`config.mk`:
```
export PLATFORM = sky130hd
export DESIGN_NAME = sevenseg_scan_ctrl
export DESIGN_NICKNAME = d
export VERILOG_FILES = /design/src/rtl/sevenseg_pkg.sv /design/src/rtl/sevenseg_slot_timer.sv /design/src/rtl/sevenseg_scan_ctrl.sv
export SDC_FILE = /design/constraint.sdc
export NUM_CORES = 1
export LEC_CHECK = 0
export ABC_AREA = 1
export CELL_PAD_IN_SITES_DETAIL_PLACEMENT = 1
export CELL_PAD_IN_SITES_GLOBAL_PLACEMENT = 2
export CORE_MARGIN = 5
export CORE_UTILIZATION = 25
export CTS_BUF_LIST = sky130_fd_sc_hd__clkbuf_8
export CTS_CLUSTER_SIZE = 20
export DETAILED_ROUTE_END_ITERATION = 7
export PLACE_DENSITY_LB_ADDON = 0.1
export SKIP_LAST_GASP = 1
export SYNTH_ARGS = -nofsm -noshare
export SYNTH_HDL_FRONTEND = slang
export SYNTH_SLANG_ARGS = --single-unit
```
`constraint.sdc`:
```
create_clock -name clk -period 2.7 [get_ports clk]
set_input_delay 0.405 -clock clk [delete_from_list [all_inputs] [get_ports clk]]
set_output_delay 0.405 -clock clk [all_outputs]
set_load 0.005 [all_outputs]
```
`src/rtl/sevenseg_pkg.sv`:
```
// Shared types and constants for the seven-segment scan controller.
package sevenseg_pkg;

    localparam int CODE_W = 5;

    typedef logic [CODE_W-1:0] code_t;

    // Code the downstream decoder renders as an unlit digit.
    localparam code_t BLANK_CODE = 5'd23;

    typedef enum logic [1:0] {
        IDLE  = 2'd0,
        GUARD = 2'd1,
        ON    = 2'd2
    } scan_state_t;

endpackage

```
`src/rtl/sevenseg_slot_timer.sv`:
```
// Cycle and slot counter for the display scan: cnt walks 0..REFRESH_DIV-1
// inside a slot, slot walks 0..NUM_DIGITS-1 inside a frame.
module sevenseg_slot_timer #(
    parameter int NUM_DIGITS   = 8,
    parameter int REFRESH_DIV  = 1000,
    parameter int BLANK_CYCLES = 16,
    parameter int CNT_W        = $clog2(REFRESH_DIV),
    parameter int SLOT_W       = $clog2(NUM_DIGITS)
) (
    input  logic              clk,
    input  logic              rst_n,
    input  logic              clear,
    input  logic              run,
    output logic [CNT_W-1:0]  cnt,
    output logic [SLOT_W-1:0] slot,
    output logic              guard_done,
    output logic              slot_end,
    output logic              frame_end
);

    localparam logic [CNT_W-1:0]  CNT_LAST   = CNT_W'(REFRESH_DIV - 32'sd1);
    localparam logic [CNT_W-1:0]  GUARD_LAST = CNT_W'(BLANK_CYCLES - 32'sd1);
    localparam logic [SLOT_W-1:0] SLOT_LAST  = SLOT_W'(NUM_DIGITS - 32'sd1);

    logic [CNT_W-1:0]  cnt_r;
    logic [SLOT_W-1:0] slot_r;
    logic              slot_end_s;
    logic              frame_end_s;

    assign slot_end_s  = (cnt_r == CNT_LAST);
    assign frame_end_s = slot_end_s && (slot_r == SLOT_LAST);

    // Counters wrap exactly at their terminal values; clear parks both at zero.
    always_ff @(posedge clk or negedge rst_n) begin
        if (!rst_n) begin
            cnt_r  <= '0;
            slot_r <= '0;
        end else if (clear) begin
            cnt_r  <= '0;
            slot_r <= '0;
        end else if (run) begin
            if (slot_end_s) begin
                cnt_r  <= '0;
                slot_r <= frame_end_s ? '0 : slot_r + SLOT_W'(1'b1);
            end else begin
                cnt_r  <= cnt_r + CNT_W'(1'b1);
            end
        end
    end

    assign cnt        = cnt_r;
    assign slot       = slot_r;
    assign guard_done = (cnt_r == GUARD_LAST);
    assign slot_end   = slot_end_s;
    assign frame_end  = frame_end_s;

endmodule

```
`src/rtl/sevenseg_scan_ctrl.sv`:
```
// Time-multiplexed scan controller for an N-digit common-anode 7-segment display
// with a double-buffered digit bank and a blanking guard at the start of each slot.
module sevenseg_scan_ctrl
    import sevenseg_pkg::*;
#(
    parameter int NUM_DIGITS   = 8,
    parameter int REFRESH_DIV  = 1000,
    parameter int BLANK_CYCLES = 16
) (
    input  logic                         clk,
    input  logic                         rst_n,
    input  logic                         enable,
    input  logic                         wr_valid,
    output logic                         wr_ready,
    input  logic [CODE_W*NUM_DIGITS-1:0] wr_codes,
    input  logic [NUM_DIGITS-1:0]        wr_dp,
    output logic [CODE_W-1:0]            digit_code,
    output logic                         dp_out,
    output logic [NUM_DIGITS-1:0]        anode_n,
    output logic                         frame_tick
);

    localparam int CNT_W  = $clog2(REFRESH_DIV);
    localparam int SLOT_W = $clog2(NUM_DIGITS);
    localparam int BANK_W = CODE_W * NUM_DIGITS;

    localparam logic [CNT_W-1:0]      GUARD_LAST = CNT_W'(BLANK_CYCLES - 32'sd1);
    localparam logic [NUM_DIGITS-1:0] DIGIT0     = {{(NUM_DIGITS-1){1'b0}}, 1'b1};
    localparam logic [BANK_W-1:0]     BANK_BLANK = {NUM_DIGITS{BLANK_CODE}};

    if ((NUM_DIGITS < 32'sd2) || (NUM_DIGITS > 32'sd8)) begin : g_bad_num_digits
        $error("sevenseg_scan_ctrl: NUM_DIGITS must be in 2..8");
    end
    if (REFRESH_DIV < 32'sd4) begin : g_bad_refresh_div
        $error("sevenseg_scan_ctrl: REFRESH_DIV must be >= 4");
    end
    if ((BLANK_CYCLES < 32'sd1) || (BLANK_CYCLES > (REFRESH_DIV - 32'sd2))) begin : g_bad_blank
        $error("sevenseg_scan_ctrl: BLANK_CYCLES must be in 1..REFRESH_DIV-2");
    end

    scan_state_t state_r;
    scan_state_t state_nxt_s;

    logic [CNT_W-1:0]      cnt_s;
    logic [SLOT_W-1:0]     slot_s;
    logic                  guard_done_s;
    logic                  slot_end_s;
    logic                  frame_end_s;
    logic                  timer_clear_s;
    logic                  timer_run_s;

    logic [BANK_W-1:0]     active_codes_r;
    logic [NUM_DIGITS-1:0] active_dp_r;
    logic [BANK_W-1:0]     pend_codes_r;
    logic [NUM_DIGITS-1:0] pend_dp_r;
    logic                  pend_valid_r;

    logic                  boundary_s;
    logic                  swap_s;
    logic                  accept_s;
    logic                  pend_valid_nxt_s;
    logic [BANK_W-1:0]     bank_codes_nxt_s;
    logic [NUM_DIGITS-1:0] bank_dp_nxt_s;
    logic [SLOT_W-1:0]     slot_show_s;
    logic [CODE_W-1:0]     code_nxt_s;
    logic                  dp_nxt_s;
    logic [NUM_DIGITS-1:0] anode_nxt_s;

    sevenseg_slot_timer #(
        .NUM_DIGITS   (NUM_DIGITS),
        .REFRESH_DIV  (REFRESH_DIV),
        .BLANK_CYCLES (BLANK_CYCLES)
    ) u_timer (
        .clk        (clk),
        .rst_n      (rst_n),
        .clear      (timer_clear_s),
        .run        (timer_run_s),
        .cnt        (cnt_s),
        .slot       (slot_s),
        .guard_done (guard_done_s),
        .slot_end   (slot_end_s),
        .frame_end  (frame_end_s)
    );

    assign timer_clear_s = (state_r == IDLE) || !enable;
    assign timer_run_s   = !timer_clear_s;

    // FSM next-state; a counter past the guard window never holds the digit dark.
    always_comb begin
        state_nxt_s = state_r;
        case (state_r)
            IDLE: begin
                if (enable) state_nxt_s = GUARD;
                else        state_nxt_s = IDLE;
            end
            GUARD: begin
                if (!enable)                                     state_nxt_s = IDLE;
                else if (guard_done_s || (cnt_s > GUARD_LAST))   state_nxt_s = ON;
                else                                             state_nxt_s = GUARD;
            end
            ON: begin
                if (!enable)        state_nxt_s = IDLE;
                else if (slot_end_s) state_nxt_s = GUARD;
                else                 state_nxt_s = ON;
            end
            default: state_nxt_s = IDLE;
        endcase
    end

    // Bank swap, handshake and the output values for the state being entered.
    always_comb begin
        boundary_s = (state_r == IDLE) || ((state_r == ON) && frame_end_s);
        swap_s     = boundary_s && pend_valid_r;
        accept_s   = wr_valid && wr_ready;

        if (accept_s)    pend_valid_nxt_s = 1'b1;
        else if (swap_s) pend_valid_nxt_s = 1'b0;
        else             pend_valid_nxt_s = pend_valid_r;

        if (swap_s) begin
            bank_codes_nxt_s = pend_codes_r;
            bank_dp_nxt_s    = pend_dp_r;
        end else begin
            bank_codes_nxt_s = active_codes_r;
            bank_dp_nxt_s    = active_dp_r;
        end

        case (state_r)
            IDLE:  slot_show_s = '0;
            GUARD: slot_show_s = slot_s;
            ON: begin
                if (slot_end_s && frame_end_s) slot_show_s = '0;
                else if (slot_end_s)           slot_show_s = slot_s + SLOT_W'(1'b1);
                else                           slot_show_s = slot_s;
            end
            default: slot_show_s = '0;
        endcase

        if (state_nxt_s == IDLE) begin
            code_nxt_s = BLANK_CODE;
            dp_nxt_s   = 1'b0;
        end else begin
            code_nxt_s = bank_codes_nxt_s[CODE_W*slot_show_s +: CODE_W];
            dp_nxt_s   = bank_dp_nxt_s[slot_show_s];
        end

        if (state_nxt_s == ON) anode_nxt_s = ~(DIGIT0 << slot_show_s);
        else                   anode_nxt_s = '1;
    end

    // FSM state register.
    always_ff @(posedge clk or negedge rst_n) begin
        if (!rst_n) state_r <= IDLE;
        else        state_r <= state_nxt_s;
    end

    // Pending and active digit banks; reset discards any pending frame.
    always_ff @(posedge clk or negedge rst_n) begin
        if (!rst_n) begin
            active_codes_r <= BANK_BLANK;
            active_dp_r    <= '0;
            pend_codes_r   <= BANK_BLANK;
            pend_dp_r      <= '0;
            pend_valid_r   <= 1'b0;
        end else begin
            active_codes_r <= bank_codes_nxt_s;
            active_dp_r    <= bank_dp_nxt_s;
            pend_valid_r   <= pend_valid_nxt_s;
            if (accept_s) begin
                pend_codes_r <= wr_codes;
                pend_dp_r    <= wr_dp;
            end
        end
    end

    // Registered display and handshake outputs.
    always_ff @(posedge clk or negedge rst_n) begin
        if (!rst_n) begin
            anode_n    <= '1;
            digit_code <= BLANK_CODE;
            dp_out     <= 1'b0;
            wr_ready   <= 1'b1;
            frame_tick <= 1'b0;
        end else begin
            anode_n    <= anode_nxt_s;
            digit_code <= code_nxt_s;
            dp_out     <= dp_nxt_s;
            wr_ready   <= !pend_valid_nxt_s;
            frame_tick <= swap_s;
        end
    end

endmodule
```
Yosys cells after proc, flatten, opt, wreduce, memory -nomap -nowiden
Index checks and enable logic that the tools add are counted.
- logic and storage cells: 63
- register bits after elaboration: 128
- input port bits: 52
- output and inout bits: 16
- $add $sub $neg: 2
- eq/ne operators: 6
- reduce and logical (&&, ||, !) cells: 13
- mux-type cells: 23
- shift operators: 2
- $lt $le $gt $ge: 2
- bitwise operators: 1
- multipliers: 1
- operators by type and width (cell ; count):
    $mux W40 ; 1
    $shiftx A40 B7 Y5 ; 1
    $mux W10 ; 2
    $mux W8 ; 2
    $mux W3 ; 5
    $add A10 B1 Y10 const B ; 1
    $eq A10 B10 Y1 const B ; 1
    $eq A10 B4 Y1 const B ; 1
    $gt A10 B4 Y1 const B ; 1
    $mux W2 ; 4
    $not A8 Y8 ; 1
    $shl A1 B3 Y8 const A ; 1
    $mul A3 B3 Y6 const A ; 1
    $pmux W2 S3 ; 1
    $pmux W3 S2 ; 1
    $logic_and A1 B1 Y1 ; 5
    $mux W1 ; 5
    $mux W5 ; 1
    $eq A2 B2 Y1 const B ; 2
    $logic_not A2 Y1 ; 2
    $lt A3 B4 Y1 const B ; 1
    $add A3 B1 Y3 const B ; 1
    $bmux W1 S3 ; 1
    $eq A3 B3 Y1 const B ; 1
    other kinds (4) ; 7

Logic depth before layout (Yosys ltp)
- depth after elaboration: 9
- mapped depth: 17
- gate-level depth less buffers: 16

By module
A second synthesis with hierarchy kept.
- cells, all modules: 663
- area, all modules: 6018.3 µm²
- modules (own cells, without submodules) (module ; seq. area each (µm²) ; instances ; area each (µm²) ; cells an instance):
    sevenseg_scan_ctrl ; 2974.1 ; 1 ; 5212.5 ; 551
    sevenseg_slot_timer ; 325.3 ; 1 ; 805.8 ; 112

Worst setup path after synthesis
No wires, ideal clock.
- path type: register -> register
- start point: register u_timer.slot_r[0] (netlist: u_timer.slot[0])
- end point: register dp_out
- setup time: 0.071 ns
- data required time: 2.629 ns
- data arrival time: 1.924 ns
- clock period less this slack: 1.996 ns
- setup slack: 0.704 ns
- stages on the path, launching flop included: 14
- buffers on the path: 1
- path through: dfrtp_1 ha_1 ha_1 inv_1 nand2_1 nand3_4 clkbuf_1 nand2_1 o21a_1 nand2_1 nand2_1 nor2_1 nor2_1 nor2_1
- word-level cells in the longest chain between the ends: 9
- elaborated cells on any way between the ends: 14
- classes of those cells: add/sub: 1; eq/ne: 1; mux: 7; reduce/logical: 5
- RTL lines (item ; line ; RTL):
    start, declared ; sevenseg_slot_timer.sv:26 ; logic [SLOT_W-1:0] slot_r;
    start signal, assigned ; sevenseg_slot_timer.sv:44 ; slot_r <= frame_end_s ? '0 : slot_r + SLOT_W'(1'b1);
    branches (longest 6 deep; another with $add A3 B1 Y3) ; -- ;
    $bmux W1 S3 * ; sevenseg_scan_ctrl.sv:144 ; dp_nxt_s = bank_dp_nxt_s[slot_show_s];
    $mux W1 (not written as such) * ; sevenseg_scan_ctrl.sv:144 ;
    $mux W1 * ; sevenseg_scan_ctrl.sv:139 ; if (state_nxt_s == IDLE) begin
    named net dp_nxt_s ; sevenseg_scan_ctrl.sv:66 ; logic dp_nxt_s;
    end signal, assigned ; sevenseg_scan_ctrl.sv:187 ; dp_out <= dp_nxt_s;
    end, declared ; sevenseg_scan_ctrl.sv:18 ; output logic dp_out,
Mark *: on every way through the listed nets, which the timed path passes. The select of a mux whose other input is x is not followed.
A chain may end at the register's enable or synchronous reset.

Worst setup path after layout
- start point: register u_timer.slot_r[0] (netlist: u_timer.slot[0])
- end point: register digit_code[3]
- word-level cells in the longest chain between the ends: 8
- elaborated cells on any way between the ends: 14
- classes of those cells: add/sub: 1; mul: 1; eq/ne: 1; shift: 1; mux: 5; reduce/logical: 5
- RTL lines (item ; line ; RTL):
    $eq A3 B3 Y1 ; sevenseg_slot_timer.sv:31 ; assign frame_end_s = slot_end_s && (slot_r == SLOT_LAST);
    $logic_and A1 B1 Y1 ; sevenseg_slot_timer.sv:31 ;
    $logic_and A1 B1 Y1 ; sevenseg_scan_ctrl.sv:112 ; boundary_s = (state_r == IDLE) || ((state_r == ON) && frame_end_s);
    $logic_or A1 B1 Y1 ; sevenseg_scan_ctrl.sv:112 ;
    $logic_and A1 B1 Y1 ; sevenseg_scan_ctrl.sv:113 ; swap_s = boundary_s && pend_valid_r;
    $mux W40 ; sevenseg_scan_ctrl.sv:120 ; if (swap_s) begin
    named net bank_codes_nxt_s[23] ; sevenseg_scan_ctrl.sv:62 ; logic [BANK_W-1:0] bank_codes_nxt_s;
    $shiftx A40 B7 Y5 ; sevenseg_scan_ctrl.sv:143 ; code_nxt_s = bank_codes_nxt_s[CODE_W*slot_show_s +: CODE_W];
    $mux W5 ; sevenseg_scan_ctrl.sv:139 ;
    named net code_nxt_s[3] ; sevenseg_scan_ctrl.sv:65 ; logic [CODE_W-1:0] code_nxt_s;
    end signal, assigned ; sevenseg_scan_ctrl.sv:186 ; digit_code <= code_nxt_s;
    end, declared ; sevenseg_scan_ctrl.sv:17 ; output logic [CODE_W-1:0] digit_code,
The timed path passes the listed nets, and every way through them passes these cells.

==> run summary <==
outcome: finished clean
total number of nets in the final design: 766
longest individual stage delay on the worst path: 0.43 ns
Layout Skew: 0.0145 ns
final sum of negative setup slack: 0 ns
net switching power of the design: 1.85 mW
sort of element at the end of the critical path: flip-flop
cell-by-cell trace of the critical path: ha_1 > ha_1 > inv_1 > nand2_1 > nand3_4 > buf_4 > nand2_1 > nand2_1 > nand2_1 > nand2_1 > nand2_1 > nand3_1 > nand2_1 > nor2_1
path type of the worst min-delay path: flip-flop to flip-flop
combinational share of power: 22.1%
first drt pass iteration count: 4
category of the worst setup path launch point: flip-flop
Clock Latency Late Sink: 0.45 ns
top cells by area in the synthesized netlist: dfstp_2, dfrtp_1, nand2_1
worst slew pin tran: 0.628 ns
simple logic cell fraction of the synthesized area: 25.5%
number of routed nets with antenna violations: 0
initial standard-cell utilization of the core: 25.4%
critical-path maximum fanout: 19
Max clock buf depth: 2
antenna violations before repair: 0
post_cts resized: 0
area of the placeable core: 22,600 um2
Critical Setup Path Class: flip-flop to flip-flop
endpoints failing setup: 0
leakage power summed over all cells: 3.38 nW
parity-gate share of the synthesized area counting xor and xnor cells: 0.152%
synthesized netlist net count: 688
Synth top area share: 35.1%
# fillers: 2,610
Max VDD drop: 0.314 mV
number of remaining DRC errors: 0
H-tree depth reported by CTS: 4
combined global-route utilization of all metal layers: 12.3%
Post-CTS Setup Inserts: 0
die span in x: 162 um
hold buffer count at CTS: 1
total number of vias: 4,326
portion of total power attributed to sequential cells: 47.1%
average cell area after synthesis: 9.15 um2
commonest cells after routing, fill and taps aside: nand2_1, dfstp_2, clkdlybuf4s50_1
initial DRC count: 123
shortest period the worst path allows: 2.39 ns
master of the slowest instance on the critical path: dfrtp_1
hpwl dp: 10.5 mm
Synth warnings: 0
Worst EP arrival: 2.77 ns
Ports: 68
kind of cell with the highest combined delay on the critical path: simple AND/OR/NAND/NOR gates
placed cells: 972
Netlist cell types: 31
internal power: 4.65 mW
Antenna diodes: 0
floorplan die area: 26,200 um2
first-pass GRT wire length: 25.5 mm
fraction of power consumed by the clock network: 30.8%
total buffers and inverters traversed by the critical path: 2
unrepaired setup endpoints after global routing: no
adder-cell share of the synthesized area: 1.52%
fraction of the mapped netlist area in compound gates: 2.11%
total number of clock tree sinks: 128
Synth Register Bits: 128
pin count of the biggest net entering global routing: 57
headroom to the max-slew limit: 58.1%
sequential share of the synthesized area: 57.3%
area added between synthesis and finish: 27.2%
routed wirelength normalized by instance count: 14.9 um
cell type with the largest total area after synthesis: dfstp_2
Final Hold Viols: 0
largest family of logic cells by synthesized area: simple AND/OR/NAND/NOR gates
number of port buffers: 67
CTS Root Cell: clkbuf_8
proportion of synthesized area in mux cells: 8.02%
final clock period utilization by the worst path: 88.6%
summed instance area of the synthesized netlist: 5760 um2
share of final-layout standard cells stronger than drive strength 1: 25.4%
max frequency: 0.418 GHz
Vert. Die Dim: 162 um
number of max-slew violations in the final report: 0
cts bufs inserted: 17
final std cells w/o fill: 1,005
Max-Cap Viols: 0
TritonCTS clock tree: built
power per unit of standard cell area: 888 nW/um2
number of vias per cell after detailed routing: 4.30
number of global-route vias before repair: 4,943
clock edge transition at the registers on the reported setup and hold paths: 0.08 ns
synthesized netlist cell count: 629
total congestion overflow: 0
most frequent cell on the critical path: nand2_1
sw frac: 28.5%
required time worst endpoint: 3.08 ns
number of standard-cell rows in the floorplan: 55
most common cell after layout, fill and taps aside: nand2_1
total detailed-routing wirelength: 15.0 mm
Placer Congestion: 0.742
[power by group through the flow]
stage | logic, mW | clock network, mW | registers [mW]
detailed placement | 1.48 | 0 | 3.10
floorplan | 1.03 | 0 | 3.00
finish | 1.44 | 2.00 | 3.06
CTS | 1.50 | 2.08 | 3.07
global placement | 1.45 | 0 | 3.09
global route | 1.68 | 2.16 | 3.13
[worst paths after layout]
kind / cells after the start / slack, ns / endpoint / start
worst min register to register: 1 / 0.47 / u_timer.cnt[0]$_DFF_PN0_ / u_timer.cnt[0]$_DFF_PN0_
min in group asynchronous: 2 / 0.50 / u_timer.cnt[5]$_DFF_PN0_ / rst_n
worst min-delay path: 1 / 0.47 / u_timer.cnt[0]$_DFF_PN0_ / u_timer.cnt[0]$_DFF_PN0_
worst max register to register: 14 / 0.31 / digit_code[3]$_DFF_PN0_ / u_timer.slot[0]$_DFFE_PN0P_
worst max-delay path: 14 / 0.31 / digit_code[3]$_DFF_PN0_ / u_timer.slot[0]$_DFFE_PN0P_
max in group asynchronous: 3 / 1.44 / digit_code[1]$_DFF_PN1_ / rst_n
[synth_stat cells (all sizes together)]
cell type and n:
o21a 2, nand3 18, xnor2 1, nand3b 1, nor2 35, inv 52
mux2 41, clkbuf 8, o211ai 1, o21ai 6, nor3 6, dfrtp 51
ha 7, dfstp 77, nand2 285, buf 14, nor4 2, nand4 9
a21oi 13
[registers in the layout (all words and copies together), names as in the netlist, 2 cells and up]
signal,flops
pend_codes_r,40
u_timer.cnt,10
active_codes_r,40
active_dp_r,8
pend_dp_r,8
anode_n,8
u_timer.slot,3
state_r,2
digit_code,5
[layout make-up]
type                    count  area (um2)  share of cell area (%)
clock inverters            15         239                    3.26
inverters                  52         195                    2.67
clock buffers              17         234                    3.20
well taps                 285         357                    4.87
flip-flops and latches    128        3300                    45.1
repair buffers             81         851                    11.6
multi-input cells         427        2150                    29.3
[per-layer routing]
metal  routed length [um]  part of all wire, %  GRT usage [%]  vias up
li1                     -                    -              -     2110
met1                 6980                   46           15.4     2149
met2                 7360                   49           20.8       54
met3                  473                  3.1           2.97       13
met4                  201                  1.3           4.08        0
met5                    0                    0              0        -
[stage by stage]
step                      util [%]  total power, mW  hold slack, ns  setup slack, ns  cell area, um2
after detailed placement      30.2             4.58           0.466            0.273            6840
after global placement        30.2             4.53           0.448            0.280            6840
final                         32.3             6.50           0.467            0.307            7320
after CTS                     32.3             6.64           0.480            0.242            7320
after floorplan                  -             4.03           0.109            0.704            5760
after global routing          32.3             6.97           0.495           0.0340            7320
[logic make-up (layout without fill, tap and decap cells)]
kind of cell | after synthesis | in the layout
compound gates | 22 | 22
xor+xnor | 1 | 1
fa+ha+maj | 7 | 7
buf+inv | 74 | 165
flops | 128 | 128
mux | 41 | 41
simple gates | 356 | 356
Note: power is estimated with default switching activity, not from simulation.
